File: config.mk
export PLATFORM = sky130hd
export DESIGN_NAME = decrypt_stream
export DESIGN_NICKNAME = d
export VERILOG_FILES = /design/src/rtl/decrypt_stream.sv
export SDC_FILE = /design/constraint.sdc
export NUM_CORES = 1
export LEC_CHECK = 0
export ABC_AREA = 1
export CAP_MARGIN = 30
export CELL_PAD_IN_SITES_DETAIL_PLACEMENT = 1
export CELL_PAD_IN_SITES_GLOBAL_PLACEMENT = 2
export CORE_MARGIN = 4
export CORE_UTILIZATION = 34
export DETAILED_ROUTE_END_ITERATION = 10
export PLACE_DENSITY = 0.88
export SLEW_MARGIN = 5
export SYNTH_ARGS = -nofsm -noshare
export SYNTH_HDL_FRONTEND = slang
export SYNTH_SLANG_ARGS = --single-unit
File: constraint.sdc
create_clock -name clk -period 7.6 [get_ports clk]
set_clock_uncertainty 0.05 [all_clocks]
set_input_delay 2.28 -clock clk [delete_from_list [all_inputs] [get_ports clk]]
set_output_delay 2.28 -clock clk [all_outputs]
set_load 0.03 [all_outputs]
File: src/rtl/decrypt_stream.sv
// Streaming decrypt: XOR with a rotating key slot, then inverse bit permutation.
// Two-stage valid/ready pipeline with runtime-loadable keys, permutation and rotation rate.
module decrypt_stream #(
  parameter int DW    = 8,
  parameter int NKEYS = 3,
  parameter int ROT_W = 3
) (
  input  logic                  clk,
  input  logic                  rst,
  input  logic                  cfg_load,
  input  logic [NKEYS*DW-1:0]   k_in,
  input  logic [DW*$clog2(DW)-1:0] perm,
  input  logic [ROT_W-1:0]      rot_freq,
  output logic                  cfg_err,
  input  logic                  s_valid,
  output logic                  s_ready,
  input  logic [DW-1:0]         s_data,
  output logic                  m_valid,
  input  logic                  m_ready,
  output logic [DW-1:0]         m_data
);

  localparam int PW = $clog2(DW);
  localparam int KW = (NKEYS > 1) ? $clog2(NKEYS) : 1;
  localparam logic [KW-1:0]    KP_LAST = KW'(NKEYS - 1);
  localparam logic [KW-1:0]    KP_ONE  = KW'(1'b1);
  localparam logic [ROT_W-1:0] ROT_ONE = ROT_W'(1'b1);

  function automatic logic [DW-1:0] inv_perm(input logic [DW-1:0] x, input logic [DW*PW-1:0] p);
    logic [DW-1:0] y;
    y = '0;
    for (int i = 0; i < DW; i++) begin
      y[p[i*PW +: PW]] = x[i];
    end
    return y;
  endfunction

  function automatic logic [DW-1:0] key_pick(input logic [NKEYS*DW-1:0] k, input logic [KW-1:0] idx);
    logic [DW-1:0] r;
    r = '0;
    for (int j = 0; j < NKEYS; j++) begin
      if (idx == KW'(j)) begin
        r = k[j*DW +: DW];
      end
    end
    return r;
  endfunction

  logic [NKEYS*DW-1:0] key_r;
  logic [DW*PW-1:0]    perm_r;
  logic [ROT_W-1:0]    rot_freq_r;
  logic [KW-1:0]       kp_r;
  logic [ROT_W-1:0]    bc_r;
  logic                v1_r;
  logic [DW-1:0]       d1_r;
  logic                v2_r;
  logic [DW-1:0]       m_data_r;
  logic                cfg_err_r;
  logic                alive_r;

  logic                adv2_s;
  logic                s_ready_s;
  logic                s_fire_s;
  logic                cfg_ok_s;
  logic [KW-1:0]       kp_next_s;
  logic [ROT_W-1:0]    bc_next_s;

  // Handshake and config-acceptance decode; alive_r keeps s_ready low until the first edge after reset
  always_comb begin
    adv2_s    = !v2_r || m_ready;
    s_ready_s = alive_r && !cfg_load && !(v1_r && v2_r && !m_ready);
    s_fire_s  = s_valid && s_ready_s;
    cfg_ok_s  = cfg_load && !v1_r && !v2_r;
  end

  // Key-rotation step applied on each accepted beat
  always_comb begin
    kp_next_s = kp_r;
    bc_next_s = bc_r;
    if (rot_freq_r == '0) begin
      kp_next_s = kp_r;
      bc_next_s = bc_r;
    end else if (bc_r == rot_freq_r - ROT_ONE) begin
      bc_next_s = '0;
      if (kp_r == KP_LAST) begin
        kp_next_s = '0;
      end else begin
        kp_next_s = kp_r + KP_ONE;
      end
    end else begin
      bc_next_s = bc_r + ROT_ONE;
    end
  end

  // Config registers, key pointer and beat counter
  always_ff @(posedge clk or posedge rst) begin
    if (rst) begin
      key_r      <= '0;
      perm_r     <= '0;
      rot_freq_r <= '0;
      kp_r       <= '0;
      bc_r       <= '0;
      cfg_err_r  <= 1'b0;
      alive_r    <= 1'b0;
    end else begin
      alive_r   <= 1'b1;
      cfg_err_r <= cfg_load && (v1_r || v2_r);
      if (cfg_ok_s) begin
        key_r      <= k_in;
        perm_r     <= perm;
        rot_freq_r <= rot_freq;
        kp_r       <= '0;
        bc_r       <= '0;
      end else if (s_fire_s) begin
        kp_r <= kp_next_s;
        bc_r <= bc_next_s;
      end
    end
  end

  // Pipeline: stage 1 holds the XORed beat, stage 2 the permuted plaintext
  always_ff @(posedge clk or posedge rst) begin
    if (rst) begin
      v1_r     <= 1'b0;
      d1_r     <= '0;
      v2_r     <= 1'b0;
      m_data_r <= '0;
    end else begin
      if (adv2_s) begin
        v2_r <= v1_r;
        if (v1_r) begin
          m_data_r <= inv_perm(d1_r, perm_r);
        end
      end
      if (s_fire_s) begin
        v1_r <= 1'b1;
        d1_r <= s_data ^ key_pick(key_r, kp_r);
      end else if (adv2_s) begin
        v1_r <= 1'b0;
      end
    end
  end

  assign s_ready = s_ready_s;
  assign m_valid = v2_r;
  assign m_data  = m_data_r;
  assign cfg_err = cfg_err_r;

endmodule

### After elaboration in Yosys (flattened, before gate mapping)

Cells that the tools add are included.

| storage, ports and cells | value |
|---|---|
| flip-flop bits (word level) | 76 |
| input bits | 64 |
| output and inout port bits | 11 |
| logic and storage cells | 105 |

| cells by class | value |
|---|---|
| add/sub/neg operators | 3 |
| order comparisons | 16 |
| equal/unequal tests | 4 |
| muxes and demuxes | 38 |
| bitwise operators | 2 |
| reductions and logical operators | 31 |

Operators by type and width:

| cell | count |
|---|---|
| bitwise mux 8 bit | 7 |
| less-than comparator 3 x 4 -> 1 bit (second input constant) | 8 |
| two-way mux 8 bit | 4 |
| demux 1 bit (select 3 bit) | 8 |
| >= comparator 3 x 1 -> 1 bit (second input constant) | 8 |
| logical AND 1 bit | 16 |
| two-way mux 3 bit | 4 |
| two-way mux 1 bit | 10 |
| two-way mux 2 bit | 5 |
| AND 8 bit | 1 |
| bitwise XOR 8 bit | 1 |
| nonzero test 2 bit | 3 |
| logical NOT 1 bit | 5 |
| AND reduction 2 bit | 2 |
| adder 3 x 1 -> 3 bit (second input constant) | 1 |
| == test 3 bit | 1 |
| logical NOT 3 bit | 1 |
| AND reduction 3 bit | 1 |
| subtractor 3 x 1 -> 3 bit (second input constant) | 1 |
| adder 2 x 1 -> 2 bit (second input constant) | 1 |
| == test 2 x 1 -> 1 bit (second input constant) | 1 |
| == test 2 bit (second input constant) | 1 |
| logical NOT 2 bit | 1 |
| logical OR 1 bit | 2 |
| inequality test 2 bit (second input constant) | 1 |

### Depth between registers and ports, before layout

| depth | value |
|---|---|
| word-level depth | 12 |
| gate-level depth with buffers | 14 |
| gate-level depth less buffers | 14 |

### Worst setup path after synthesis

Ideal clock, no wire load.

| timing | value |
|---|---|
| path type | input port to output port |
| from | input port m_ready |
| to | output port s_ready |
| arrival time | 2.663 ns |
| required time | 5.270 ns |
| path slack | 2.607 ns |
| stages | 4 |
| buffers on the path | 0 |
| cell sequence | inv_1 nand2_2 o21ai_2 nor2_4 |

| between the ends | value |
|---|---|
| cells in the longest elaborated chain, start to end | 4 |

RTL lines:

| element | line | RTL |
|---|---|---|
| start, declared | 19 | `input logic m_ready,` |
| logical NOT 1 bit | 71 | `s_ready_s = alive_r && !cfg_load && !(v1_r && v2_r && !m_ready);` |
| logical AND 1 bit | 71 |  |
| logical NOT 1 bit | 71 |  |
| logical AND 1 bit | 71 |  |
| end, declared | 16 | `output logic s_ready,` |

Every way passes these cells.

### Worst setup path in the final report

Same ends and word-level chain as after synthesis.

==> qor.yml <==
crit_top_cell: "clkdlybuf4s50_1"
antenna_left: 0
crit_cells: 6
place.gp.congestion: 0.8044
cp-start-kind: "primary input"
cp-end-kind: "primary output"
clk_pin_slew_ps: 60
start_util: 0.3543
worstMarginPinSlew_ps: 593.5
vdd_drop_max_v: 0.0001285
worstHoldPathType: "reg -> reg"
rsz0062_at_grt: "false"
crit_chain: "clkdlybuf4s50_1, inv_1, nand2_2, o21ai_2, nor2_4, clkdlybuf4s50_1"
yosysTopAreaCellShare: 0.4396
placed_area_um2: 5209
root_buffer: "clkbuf_16"
synthFlopType: "dfrtp_1"
finalSetupViolCount: 0
async_reset_ff_frac: 1.000
drc: 0
synthTopCellsByArea: "dfrtp_1 44%, nand2_1 9.6%, mux2_4 7.6%, nand3_1 5.6%, a21oi_1 5.0%"
final_cells: 777
cts-buffers-inserted: 9
path_max_fanout: 4
rows: 40
power.leakage_nw: 2.592
cp_top_family: "buffers and inverters"
yosysTopAreaCell: "dfrtp_1"
synth_seq_cells: 76
cp_slowest_cell: "clkdlybuf4s50_1"
worst_path_largest_cell_delay_ps: 680
critical_path_class: "in -> out"
hold_viol: 0
viasPerCell: 4.797
layout_common_cells: "110 x nand2_1, 76 x dfrtp_1, 74 x clkdlybuf4s50_1, 50 x inv_1, 48 x nand3_1"
drive_gt1_frac: 0.1232
ctsHtreeMaxLevel: 3
utilization: 0.4527
dieHeight_um: 120.8
post_cts_resized: 0
fillCellCount: 1486
synth-xor-area-share: 0.01822
syn_inst: 527
vias: 3727
whs_path_depth: 2
numClockSinks: 76
synth_fa_ha_area_frac: 0.008676
yosys_warnings: 0
relSlewSlack: 0.6043
synth.mux.area_fraction: 0.08415
hold_slack_ps: 432.3
grt_max_degree: 77
synth-edff-count: 0
worst-path-buf-inv: 3
grt_pass1_vias: 4051
fin_crit_sh: 0.7969
totalWireLength_um: 11530
maxCapViolCount: 0
synth-simple-area-share: 0.2565
fin_nets: 671
drt-initial-drc-count: 112
die_area_um2: 14590
netlist_area_um2: 4327
p_total_mw: 1.639
final_common_cell: "nand2_1"
routedWlPerCell_um: 14.84
slew_violations: 0
core_area_um2: 12210
power_per_cell_area_nw_per_um2: 296.4
clk_latency_ps: 340
grt_pass1_wl_um: 19770
io_pins: 75
synth_cell_type_count: 40
period_needed_ps: 6056
crit_required_ps: 5270
status: "completed"
r2r_cells: 4
place.port_buffers: 74
cts_setup_buffers: 0
grt_antenna_before_repair: 0
antennaDiodeCount: 0
fp.dieW_um: 120.8
regArea_um2: 1902
gr-total-overflow: 0
synthToLayoutAreaGrowth_pct: 27.76
synth_seq_area_share: 0.4396
design_area_um2: 5528
cts_tree: "yes"
syn_area_per_cell_um2: 8.210
placed_cells: 760
cts_buffer_depth: 2
fmax_ghz: 0.1651
cts_hold_buf: 0
finalWorstSetupSlack_ps: 1544
dpl.hpwl_um: 8691
multi_input_area_um2: 2101
track_usage: 0.1688
synth_compound_area_frac: 0.1154
arrival_ps: 3730
synth_nets: 594
first_pass_iters: 5
preCtsSetupSlack_ps: 1533
setup_tns_ps: 0
synth_top_family_by_area: "simple AND/OR/NAND/NOR gates"
## Yosys cell counts (all sizes together) (2+ instances only)
master	instances
nand2	115
dfrtp	76
inv	63
nor2	53
nand3	49
a21oi	46
o21ai	31
nor3	26
mux2	25
buf	10
xnor2	8
nand4	5
ha	3
o21bai	3
a21o	2
## worst register-to-register path, delay by kind of cell, from the launching register on
kind	cells	cell delay, ps
AND/OR/NAND/NOR	2	450
flip-flops	1	390
multiplexers	1	380
buffers and inverters	1	590
## registers in the layout (all words and copies together), names as in the netlist
signal,flops
key_r,24
d1_r,8
m_valid,1
perm_r,24
m_data,8
kp_r,2
alive_r,1
bc_r,3
v1_r,1
rot_freq_r,3
cfg_err,1
## path summary, 6_finish.rpt
kind,endpoint,startpoint,slack [ps]
max,s_ready,m_ready,1540
min,m_data[5]$_DFFE_PP0P_,m_data[5]$_DFFE_PP0P_,430
max reg2reg,perm_r[0]$_DFFE_PP0P_,v1_r$_DFFE_PP0P_,5620
min reg2reg,m_data[5]$_DFFE_PP0P_,m_data[5]$_DFFE_PP0P_,430
max in group asynchronous,perm_r[14]$_DFFE_PP0P_,rst,4720
min in group asynchronous,key_r[21]$_DFFE_PP0P_,rst,2190
## power breakdown
part	switching, mW	internal [mW]	total (mW)
Clock	0.175	0.254	0.429
Combinational	0.344	0.251	0.595
Sequential	0.107	0.507	0.615
## routing by layer
metal  GRT usage  share of wire
met5           0              0
met4     0.04745          0.012
met3     0.03414          0.036
met2      0.2798           0.49
met1      0.2242           0.46
## cell families (layout without fill, tap and decap cells)
kind of cell               count (synthesis)  after routing
other                                      1              1
and+or+nand+nor                          249            249
xor gates and xnor gates                   9              9
DFF                                       76             76
buffers and inverters                     75            157
AOI/OAI and AO/OA                         89             89
adders and majority gates                  3              3
muxes                                     25             25
## layout make-up
| cell class | instances | area share |
|---|---|---|
| Timing Repair Buffer | 77 | 0.1417 |
| Sequential cell | 76 | 0.3440 |
| Multi-Input combinational cell | 376 | 0.3800 |
| Clock inverter | 6 | 0.01132 |
| Clock buffer | 10 | 0.04142 |
| Tap cell | 168 | 0.03803 |
| Inverter | 64 | 0.04346 |
Note: power is estimated with default switching activity, not from simulation.
